`src/rtl/debounce_fsm_if.sv`:
```
// Signal bundle between the debounce control FSM and its environment:
// raw input, settle-counter handshake, clean level, pulses and diagnostics.
interface debounce_fsm_if #(
    parameter int BW = 8
);
    logic          din;
    logic          tick_done;
    logic          cnt_sclr;
    logic          cnt_en;
    logic          dout;
    logic          rise_pulse;
    logic          fall_pulse;
    logic [BW-1:0] bounce_cnt;

    modport master (
        output din,
        output tick_done,
        input  cnt_sclr,
        input  cnt_en,
        input  dout,
        input  rise_pulse,
        input  fall_pulse,
        input  bounce_cnt
    );

    modport slave (
        input  din,
        input  tick_done,
        output cnt_sclr,
        output cnt_en,
        output dout,
        output rise_pulse,
        output fall_pulse,
        output bounce_cnt
    );
endinterface

```
`src/rtl/debounce_fsm.sv`:
```
// Debounce control stage: synchronises din, runs the settle counter and
// publishes a clean level with rise/fall strobes and an abort counter.
module debounce_fsm #(
    parameter int SYNC_STAGES = 2,
    parameter bit INIT_LEVEL  = 1'b0,
    parameter int BW          = 8
) (
    input logic           clk,
    input logic           rst,
    debounce_fsm_if.slave bus
);
    typedef enum logic [1:0] {
        S_LO,
        S_WAIT_HI,
        S_HI,
        S_WAIT_LO
    } state_t;

    localparam state_t S_RST = INIT_LEVEL ? S_HI : S_LO;

    logic [SYNC_STAGES-1:0] r_sync;
    state_t                 r_state;
    logic                   r_sclr;
    logic                   r_en;
    logic                   r_dout;
    logic                   r_rise;
    logic                   r_fall;
    logic [BW-1:0]          r_bcnt;

    logic   w_s_in;
    state_t w_nxt;
    logic   w_abort;
    logic   w_rise;
    logic   w_fall;

    assign w_s_in = r_sync[SYNC_STAGES-1];

    always_ff @(posedge clk) begin
        if (rst) begin
            r_sync <= {SYNC_STAGES{INIT_LEVEL}};
        end else begin
            r_sync <= {r_sync[SYNC_STAGES-2:0], bus.din};
        end
    end

    // A reversal of s_in outranks tick_done in the same cycle.
    always_comb begin
        w_nxt   = r_state;
        w_abort = 1'b0;
        w_rise  = 1'b0;
        w_fall  = 1'b0;
        unique case (r_state)
            S_LO: begin
                if (w_s_in) w_nxt = S_WAIT_HI;
            end
            S_WAIT_HI: begin
                if (!w_s_in) begin
                    w_nxt   = S_LO;
                    w_abort = 1'b1;
                end else if (bus.tick_done) begin
                    w_nxt  = S_HI;
                    w_rise = 1'b1;
                end
            end
            S_HI: begin
                if (!w_s_in) w_nxt = S_WAIT_LO;
            end
            S_WAIT_LO: begin
                if (w_s_in) begin
                    w_nxt   = S_HI;
                    w_abort = 1'b1;
                end else if (bus.tick_done) begin
                    w_nxt  = S_LO;
                    w_fall = 1'b1;
                end
            end
            default: w_nxt = S_RST;
        endcase
    end

    // Outputs are decoded from the next state so they track r_state exactly.
    always_ff @(posedge clk) begin
        if (rst) begin
            r_state <= S_RST;
            r_sclr  <= 1'b1;
            r_en    <= 1'b0;
            r_dout  <= INIT_LEVEL;
            r_rise  <= 1'b0;
            r_fall  <= 1'b0;
            r_bcnt  <= '0;
        end else begin
            r_state <= w_nxt;
            r_sclr  <= (w_nxt == S_LO) || (w_nxt == S_HI);
            r_en    <= (w_nxt == S_WAIT_HI) || (w_nxt == S_WAIT_LO);
            r_dout  <= (w_nxt == S_HI) || (w_nxt == S_WAIT_LO);
            r_rise  <= w_rise;
            r_fall  <= w_fall;
            if (w_abort && (r_bcnt != {BW{1'b1}})) begin
                r_bcnt <= r_bcnt + BW'(1);
            end
        end
    end

    assign bus.cnt_sclr   = r_sclr;
    assign bus.cnt_en     = r_en;
    assign bus.dout       = r_dout;
    assign bus.rise_pulse = r_rise;
    assign bus.fall_pulse = r_fall;
    assign bus.bounce_cnt = r_bcnt;
endmodule

```
`src/flat_wrapper.sv`:
```
// flat-port wrapper written by rule: the top's interface ports become plain ports
module debounce_fsm_flat 
#(
    parameter int SYNC_STAGES = 2,
    parameter bit INIT_LEVEL  = 1'b0,
    parameter int BW          = 8
)
  (clk, rst, bus_din, bus_tick_done, bus_cnt_sclr, bus_cnt_en, bus_dout, bus_rise_pulse, bus_fall_pulse, bus_bounce_cnt);
  debounce_fsm_if #(.BW(BW)) bus_i ();
  input logic clk;
  input logic rst;
  input wire logic [$bits(bus_i.din)-1:0] bus_din;
  input wire logic [$bits(bus_i.tick_done)-1:0] bus_tick_done;
  output wire logic [$bits(bus_i.cnt_sclr)-1:0] bus_cnt_sclr;
  output wire logic [$bits(bus_i.cnt_en)-1:0] bus_cnt_en;
  output wire logic [$bits(bus_i.dout)-1:0] bus_dout;
  output wire logic [$bits(bus_i.rise_pulse)-1:0] bus_rise_pulse;
  output wire logic [$bits(bus_i.fall_pulse)-1:0] bus_fall_pulse;
  output wire logic [$bits(bus_i.bounce_cnt)-1:0] bus_bounce_cnt;
  assign bus_i.din = bus_din;
  assign bus_i.tick_done = bus_tick_done;
  assign bus_cnt_sclr = bus_i.cnt_sclr;
  assign bus_cnt_en = bus_i.cnt_en;
  assign bus_dout = bus_i.dout;
  assign bus_rise_pulse = bus_i.rise_pulse;
  assign bus_fall_pulse = bus_i.fall_pulse;
  assign bus_bounce_cnt = bus_i.bounce_cnt;
  debounce_fsm #(.SYNC_STAGES(SYNC_STAGES), .INIT_LEVEL(INIT_LEVEL), .BW(BW)) u_core (.clk(clk), .rst(rst), .bus(bus_i));
endmodule
```
`config.mk`:
```
export PLATFORM = sky130hd
export DESIGN_NAME = debounce_fsm_flat
export DESIGN_NICKNAME = d
export VERILOG_FILES = /design/src/rtl/debounce_fsm_if.sv /design/src/rtl/debounce_fsm.sv /design/src/flat_wrapper.sv
export SDC_FILE = /design/constraint.sdc
export NUM_CORES = 1
export LEC_CHECK = 0
export CAP_MARGIN = 20
export CORE_UTILIZATION = 28
export CTS_BUF_LIST = sky130_fd_sc_hd__clkbuf_2 sky130_fd_sc_hd__clkbuf_4 sky130_fd_sc_hd__clkbuf_8
export DETAILED_ROUTE_END_ITERATION = 10
export GPL_ROUTABILITY_DRIVEN = 0
export GPL_TIMING_DRIVEN = 0
export SLEW_MARGIN = 5
export SYNTH_ARGS = -nofsm -noshare
export SYNTH_HDL_FRONTEND = slang
export SYNTH_SLANG_ARGS = --single-unit
```
`constraint.sdc`:
```
create_clock -name clk -period 4.18 [get_ports clk]
set_clock_uncertainty 0.05 [all_clocks]
set_input_delay 0.418 -clock clk [delete_from_list [all_inputs] [get_ports clk]]
set_output_delay 0.418 -clock clk [all_outputs]
set_load 0.005 [all_outputs]
```
==> reports/results.ini, run 1 <==
[synth]
syn_nets = 79
yosysSeqAreaShare_pct = 44.0
synthAdderAreaFrac_pct = 1.72
ys_types = 31
synthXorXnorAreaFrac_pct = 3.44
syn-mean-instance-area_sq_um = 9.84
synth-simple-area-share_pct = 22.5
synth_compound_area_share_pct = 19.6
synth.cell_area_sq_um = 728
synth_top_family_by_area = simple AND/OR/NAND/NOR gates
synthMuxAreaShare_pct = 4.98
postSynthCellCount = 74
ys_ff_latch = 16
yosys_warnings = 0

[critical_path]
r2r_slack_ns = 2.35
critical_path.endpoint_type = flip-flop
critPathArrivalTime_ns = 1.97
crit_type = reg -> reg
worst_path_largest_cell_delay_ns = 0.41
slowest_stage = a2111oi_2
worstPathCellList = ha_1, and2_1, a2111oi_2, mux2_2
crit_family = compound AO/OA/AOI/OAI gates
start_kind = flip-flop
crit_buf_inv = 0
cp_max_fo = 7
timing.rr.start = u_core.bus.bounce_cnt[0]$_SDFFE_PP0P_
crit_start = u_core.bus.bounce_cnt[0]$_SDFFE_PP0P_
cp_data_required_time_ns = 4.32

[global_routing]
busiest_layer = met2
track_usage_pct = 12.4
grt_util_met1_pct = 17.0
grt_pass1_vias = 556
grt_pass1_wl_microns = 2510
use_met3_pct = 2.59
grt-ovfl-total = 0
antenna_found_initial = 0
use_met2_pct = 18.4
grt_max_degree = 11

[cts]
clock_sinks = 16
htreeDepth = 1
postCtsSetupRepairBufs = 0
clkLatencyLatePin_ns = 0.29
clk_pin_slew_ns = 0.10
numCtsBuffers = 3
cts_root_buffer = clkbuf_4
cts_hold_buf = 0
cts.path.max_buffers = 2
cts_tree = yes
cts_repair_resize_count = 0

[sta]
rsz0062_at_grt = false
fin_crit_ns = 1.83
worst_pin_slew_ns = 0.527
fmax_mhz = 546
finalSetupViolCount = 0
tns_ns = 0
hold_viol_final = 0
timing.final.crit_share_pct = 43.8
slew_viol_final = 0
slew_headroom_pct = 64.8

[routing]
num_vias = 601
route.detailed.drc = 0
drt-initial-drc-count = 16
wl_microns = 1420
firstDrtPassIters = 4
routed_via_density = 4.89
wl_per_cell_microns = 11.6
ant_nets = 0

[finish]
drive_gt1_share_pct = 14.0
seq_area_sq_um = 320
n_antenna_cell = 0
multi_input_area_sq_um = 380
nets = 99
syn_to_final_growth_pct = 30.8
n_fill_cell = 265
fin_area_sq_um = 952

[min_path]
worstHoldStart = u_core.r_sync[0]$_SDFF_PP0_
min_path_type = reg -> reg

[placement]
placed_area_sq_um = 916
io_buffers = 15
dp_hpwl_microns = 1020

[floorplanning]
dieArea_sq_mm = 0.00281
die_w_microns = 53.0
fp.coreArea_sq_mm = 0.00248
initial_utilization_pct = 29.4
rows = 18
die_h_microns = 53.0
io_pins = 17

[power_and_ir_drop]
ir_drop_mv = 0.156
p_per_area_mw_per_mm2 = 288
p_leak_nw = 0.315

[flow_run]
cap_violations = 0

[outcome]
status = completed

==> synthesized netlist by cell type <==
cell type	instances	share of area (%)
a31oi_1	2	1.7
and2_1	2	1.7
inv_1	4	2.1
and3_1	2	1.7
a41oi_1	2	2.4
clkbuf_2	1	0.69
ha_1	1	1.7
xnor2_1	1	1.2
and4_1	1	1.2
nor4_1	2	1.7
a311oi_2	1	2.1
dfxtp_1	16	44
a311oi_1	1	1.2
nand2_1	4	2.1
clkbuf_1	2	1.0
o41a_1	1	1.5
a211oi_2	1	1.7
mux2_4	1	2.1
a2111oi_2	1	2.1
nor4b_1	2	2.4
mux2i_1	1	1.4
a21oi_1	2	1.4
xor2_2	1	2.2
o31a_2	1	1.4
a211oi_1	4	4.1
nor2b_1	5	4.3
nand2b_1	2	1.7
nor2_1	4	2.1
mux2_2	1	1.5
nand3_1	4	2.7
or2_2	1	0.86
==> worst paths after layout <==
kind	endpoint	cells after the start
max reg2reg	u_core.bus.bounce_cnt[5]$_SDFFE_PP0P_	4
min reg2reg	u_core.r_sync[1]$_SDFF_PP0_	1
min	u_core.r_sync[1]$_SDFF_PP0_	1
max	u_core.bus.bounce_cnt[5]$_SDFFE_PP0P_	4
==> logic make-up (layout without fill, tap and decap cells) <==
logic type      after synthesis  in the layout
flops                        16             16
xor+xnor                      2              2
mux                           3              3
compound gates               16             16
fa+ha+maj                     1              1
buf+inv                       7             26
simple gates                 29             29
==> per-layer routing <==
layer | vias to the layer above | part of all wire (%) | routed length (microns)
li1 | 309 | - | -
met1 | 272 | 49 | 702
met2 | 17 | 44 | 631
met3 | 3 | 4.4 | 63
met4 | 0 | 1.8 | 25
met5 | - | 0 | 0
==> sequential cells by signal, summed over array words and instances, names as in the netlist <==
register and count:
u_core.bus.bounce_cnt 8, u_core.r_state 2, u_core.r_sync 2, u_core.bus.cnt_sclr 1, u_core.bus.dout 1, u_core.bus.fall_pulse 1, u_core.bus.rise_pulse 1
==> final cells by class <==
type	count	area share, %
buffer	3	1.31
clock buffer	4	3.81
inverter	4	1.58
multi-input combinational	51	39.9
sequential	16	33.6
tap	30	3.94
timing repair buffer	15	15.8
==> report_power, final <==
group          internal [W]  switching [W]  total [W]
registers          0.000154     0.00000160   0.000156
logic            0.00000698     0.00000730  0.0000143
clock network     0.0000531      0.0000510   0.000104
==> metrics by stage <==
stage               std cells  hold WS [ns]  setup WS (ns)  power [W]  util (%)
floorplan                  74         0.364           2.50   0.000168         -
global placement          119         0.371           2.37   0.000173      37.0
detailed placement        119         0.378           2.38   0.000174      37.0
CTS                       123         0.401           2.36   0.000277      38.4
global route              123         0.427           2.28   0.000291      38.4
finish                    123         0.398           2.35   0.000274      38.4
==> layout by cell type, fill, tap and decap left out, types with 3 or more instances in the layout <==
cell type	instances
a211oi_1	4
clkbuf_4	3
clkdlybuf4s50_1	15
dfxtp_1	16
inv_1	4
nand2_1	4
nand3_1	4
nor2_1	4
nor2b_1	5
Power figures use the tool's default switching activity.
==> run 2: changes to the inputs <==
==> constraint.sdc (replaced) <==
create_clock -name clk -period 1.7 [get_ports clk]
set_clock_uncertainty 0.05 [all_clocks]
set_input_delay 0.17 -clock clk [delete_from_list [all_inputs] [get_ports clk]]
set_output_delay 0.17 -clock clk [all_outputs]
set_load 0.005 [all_outputs]
==> reports/results.ini, run 2 (synthesis gave the netlist of run 1 again) <==
[finish]
mostFrequentLayoutCell = clkdlybuf4s50_1
nets = 99
syn_to_final_growth_pct = 35.4
n_fill_cell = 263
largest_reg_flops = 8
layout.cells.non_filler = 123
n_antenna_cell = 0
mostFrequentLayoutCells = clkdlybuf4s50_1 (15), dfxtp_1 (14), nor2b_1 (5)
drive_gt1_share_pct = 19.4

[floorplanning]
fp.coreArea_sq_mm = 0.00248
dieArea_sq_mm = 0.00281
io_pins = 17
rows = 18
initial_utilization_pct = 29.4
die_h_microns = 53.0
die_w_microns = 53.0

[power_and_ir_drop]
p_per_area_mw_per_mm2 = 687
p_leak_nw = 0.314
ir_drop_mv = 0.382
p_total_w = 0.000678

[routing]
ant_nets = 0
wl_microns = 1430
drt-initial-drc-count = 3
firstDrtPassIters = 3
num_vias = 598
routed_via_density = 4.86
wl_per_cell_microns = 11.6
route.detailed.drc = 0

[global_routing]
grt_pass1_wl_microns = 2520
grt-ovfl-total = 0
antenna_found_initial = 0
grt_max_degree = 11
track_usage_pct = 12.4
grt_pass1_vias = 558

[cts]
clock_sinks = 16
clkLatencyLatePin_ns = 0.29
cts.path.max_buffers = 2
htreeDepth = 1
cts_tree = yes
postCtsSetupRepairBufs = 0
cts_root_buffer = clkbuf_4
clk_pin_slew_ns = 0.10
numCtsBuffers = 3

[sta]
slew_viol_final = 0
worst_pin_slew_ns = 0.486
hold_viol_final = 0
worst_slack_ns = 0.0999
timing.final.crit_share_pct = 94.1
fin_crit_ns = 1.60
rsz0062_at_grt = false
slew_headroom_pct = 67.6
fmax_mhz = 625
finalSetupViolCount = 0

[critical_path]
cp_max_fo = 7
r2r-end = u_core.bus.bounce_cnt[0]$_SDFFE_PP0P_
critPathArrivalTime_ns = 1.73
start_kind = flip-flop
crit_start = u_core.bus.bounce_cnt[1]$_SDFFE_PP0P_
worst_path_largest_cell_delay_ns = 0.36
timing.rr.start = u_core.bus.bounce_cnt[1]$_SDFFE_PP0P_
slowest_stage = dfxtp_2
worstPathCellList = ha_4, and2_2, a311oi_2, mux2_4
r2r_slack_ns = 0.1
cp_data_required_time_ns = 1.83
crit_type = reg -> reg
critical_path.endpoint_type = flip-flop
r2r_cells = 4

[placement]
io_buffers = 15
dp_slack_ns = -0.104
placed_cells = 119
dp_hpwl_microns = 1020

[min_path]
whs_path_depth = 2
min_path_type = in -> reg
hold_end = u_core.r_sync[0]$_SDFF_PP0_
worstHoldStart = rst

[flow_run]
cap_violations = 0

[outcome]
status = completed

run 2: cell counts in the layout (fill, tap and decap cells not counted):
Identical to the previous run, type by type.
run 2: worst max-delay path by stage:
stage	endpoint	slack, ns
after floorplan	u_core.bus.bounce_cnt[5]$_SDFFE_PP0P_	0.02
after global placement	u_core.bus.bounce_cnt[5]$_SDFFE_PP0P_	-0.11
after detailed placement	u_core.bus.bounce_cnt[5]$_SDFFE_PP0P_	-0.10
after CTS	u_core.bus.bounce_cnt[5]$_SDFFE_PP0P_	0.01
after global routing	u_core.bus.bounce_cnt[0]$_SDFFE_PP0P_	0.05
final	u_core.bus.bounce_cnt[0]$_SDFFE_PP0P_	0.1
run 2: layer usage:
layer | up-vias | share of wire, % | GRT usage, %
met1 | 275 | 51 | 17.2
met3 | 2 | 3.1 | 2.59
met5 | - | 0 | 0
met2 | 10 | 44 | 18.4
li1 | 311 | - | -
met4 | 0 | 1.1 | 5.26
run 2: critical path: cells and delay by family, from the launching register on:
family / cells / cell delay [ns]
AND/OR/NAND/NOR: 1 / 0.23
multiplexers: 1 / 0.33
adder cells (fa/ha/maj): 1 / 0.19
flip-flops: 1 / 0.36
AO/OA/AOI/OAI: 1 / 0.32
run 2: per-stage QoR:
step           util [%]  TNS [ns]  area, sq um  hold WS [ns]
4_1_cts            38.5         0          955         0.172
3_5_place_dp       37.0    -0.165          916         0.378
3_3_place_gp       37.0    -0.168          916         0.371
5_1_grt            39.8         0          986         0.214
6_report           39.8         0          986         0.171
2_1_floorplan         -         0          728         0.248
run 2: layout make-up:
class	instances	area, sq um	share of cell area [%]
Sequential cell	16	323	32.7
Buffer	3	12.5	1.27
Inverter	4	15.0	1.52
Clock buffer	4	36.3	3.68
Timing Repair Buffer	15	150	15.2
Tap cell	30	37.5	3.81
Multi-Input combinational cell	51	412	41.8
run 2: repair_timing:
| item | in CTS | in global routing |
|---|---|---|
| pin swaps | 2 | 0 |
| endpoints found under the setup margin | 2 | 2 |
| cloned | 0 | 0 |
| gates resized for setup | 1 | 6 |
| hold endpoints to repair | 0 | 0 |
| hold buffers | 0 | 0 |
run 2: where the power goes:
group | leakage, nW | switching (W) | internal (W)
combinational | 0.163 | 0.0000182 | 0.0000176
clock | 0.0210 | 0.000127 | 0.000130
sequential | 0.131 | 0.00000463 | 0.000379
==> run 3: changes to the inputs <==
--- a/config.mk
+++ b/config.mk
@@ -5,6 +5,7 @@
 export SDC_FILE = /design/constraint.sdc
 export NUM_CORES = 1
 export LEC_CHECK = 0
+export ABC_CLOCK_PERIOD_IN_PS = 1700
 export CAP_MARGIN = 20
 export CORE_UTILIZATION = 28
 export CTS_BUF_LIST = sky130_fd_sc_hd__clkbuf_2 sky130_fd_sc_hd__clkbuf_4 sky130_fd_sc_hd__clkbuf_8
==> results of run 3 <==
Same layout as run 2: the final DEF is identical, and so are final timing and power.
==> patch: new RTL, flow settings as in run 3 <==
`INIT_LEVEL` is set to 1'b0 in 2 places; all go to 1'b1.
--- a/src/rtl/debounce_fsm.sv
+++ b/src/rtl/debounce_fsm.sv
@@ -2,7 +2,7 @@
 // publishes a clean level with rise/fall strobes and an abort counter.
 module debounce_fsm #(
     parameter int SYNC_STAGES = 2,
-    parameter bit INIT_LEVEL  = 1'b0,
+    parameter bit INIT_LEVEL  = 1'b1,
     parameter int BW          = 8
 ) (
     input logic           clk,
--- a/src/flat_wrapper.sv
+++ b/src/flat_wrapper.sv
@@ -2,7 +2,7 @@
 module debounce_fsm_flat 
 #(
     parameter int SYNC_STAGES = 2,
-    parameter bit INIT_LEVEL  = 1'b0,
+    parameter bit INIT_LEVEL  = 1'b1,
     parameter int BW          = 8
 )
   (clk, rst, bus_din, bus_tick_done, bus_cnt_sclr, bus_cnt_en, bus_dout, bus_rise_pulse, bus_fall_pulse, bus_bounce_cnt);
Check against the original RTL: not equivalent (a bounded check fails within 4 cycles, from zero or initial values and one cycle with rst high).
==> patch against run 3 <==
Synthesized cell count is 2.7% lower; sequential cell count is the same; area after synthesis is 0.86% higher; final cell count down 1.6%; critical path depth stayed put; total power grew 2.6%; largest cell class unchanged; utilization up 0.76 points; combinational power up 36%; routed wire length increased by 9.6%; final area increased by 1.9%; hold slack gained 0.11 ns; worst setup slack got worse by 0.048 ns; highest routed layer unchanged.
==> patch: results <==
routing:
  avgViaCountPerCell: 4.96
  wl_per_cell_um: 13.0
  dr.pass1.iters: 4
  ant_nets: 0
  drt-initial-drc-count: 4
power:
  ir_drop_mv: 0.463
  swShare: 0.227
  powerSeq_uw: 391
  power_leakage_uw: 0.000318
  clk-power_uw: 255
  p_seq_frac: 0.563
logic_synthesis:
  synth.yosys.seq_area_share: 0.436
  synthAdderAreaFrac: 0.0170
  synthXorXnorAreaFrac: 0.0341
  async_flop_share: 0
  synth_nets: 77
  synthMuxAreaShare: 0.0494
  synth_area_leaders: "dfxtp_1 44%, a211oi_1 4.1%, a211o_2 2.7%"
  synth_compound_area_frac: 0.206
  synth_cell_types: 31
  ys_warn_count: 0
  synth_common_cells: "16 x dfxtp_1, 4 x a211oi_1, 4 x inv_1, 4 x nor2_1"
min_path:
  hp-start: "rst"
  hold_path_class: "in -> reg"
setup_path:
  path_max_fanout: 7
  cp.arrival_ns: 1.79
  reg2reg_from: "u_core.bus.bounce_cnt[0]$_SDFFE_PP0P_"
  crit_type: "reg -> reg"
clock_network:
  ctsRootBufferMaster: "clkbuf_4"
  cts_made_buffers: 3
  cts_htree_levels: 1
  clk_latency_ns: 0.29
  clk_pin_slew_worst_paths_ns: 0.10
  cts_buffer_depth: 2
  cts_setup_buffers: 0
grt:
  grt_pass1_vias: 588
  grt_antenna_before_repair: 0
  track_usage: 0.139
  grt_overflow: 0
  grt_first_pass_wirelength_um: 2760
  grt_max_degree: 11
sta:
  tightest_slew_ns: 0.498
  hold_viol: 0
place:
  portBuffers: 15
  hpwl_um: 1060
  place_area_sq_um: 922
layout:
  largest_register_ffs: 8
  nNetsFinal: 97
  nFillCells: 261
  layout-drive-gt1-share: 0.187
  antennaDiodeCount: 0
outcome:
  status: "finished clean"
## patch: cell count changes after synthesis, moves of 2 or more
cell | run 3 | this run
nor2b_1 | 5 | 3
or2_1 | 0 | 3
a21oi_1 | 2 | 0
nand3_1 | 4 | 2
a211o_2 | 0 | 2
## patch: what timing repair did
action                     in CTS  in global routing
gates resized for setup         4                  5
setup endpoints to repair       2                  2
pin swaps                       0                  1
hold endpoints to repair        0                  0
## patch: per-stage QoR
stage               utilization  TNS [ns]  hold slack, ns  std cells  setup slack, ns
floorplan                     -         0           0.217         72           0.0199
global placement          0.372    -0.183           0.338        117           -0.107
finish                    0.406         0           0.279        121           0.0524
detailed placement        0.372    -0.184           0.349        117          -0.0988
CTS                       0.393         0           0.268        121           0.0300
global route              0.406         0           0.319        121           0.0122
## patch: cell type report
cell class | instances | share of cell area
flip-flops and latches | 16 | 0.324
plain buffers | 2 | 0.00747
clock buffers | 4 | 0.0361
well taps | 30 | 0.0374
repair buffers | 15 | 0.149
multi-input cells | 50 | 0.431
inverters | 4 | 0.0149
## patch: final timing paths
path / endpoint / slack [ns] / cells past startpoint
max: u_core.bus.bounce_cnt[5]$_SDFFE_PP0P_ / 0.05 / 4
min reg2reg: u_core.r_sync[1]$_SDFF_PP1_ / 0.37 / 1
min: u_core.r_sync[0]$_SDFF_PP1_ / 0.28 / 2
max reg2reg: u_core.bus.bounce_cnt[5]$_SDFFE_PP0P_ / 0.05 / 4
## patch: metal layers
metal,share of wire,wire [um],global-route usage,vias up
met4,0.020,31,0.0789,0
li1,-,-,-,311
met2,0.46,722,0.200,13
met3,0.033,52,0.0345,3
met1,0.49,761,0.184,273
met5,0,0,0,-
## patch: critical path: stages (launching register included)
cell	delay [ns]
dfxtp_4	0.38
ha_4	0.18
and2_2	0.24
a2111oi_4	0.37
mux2_4	0.33
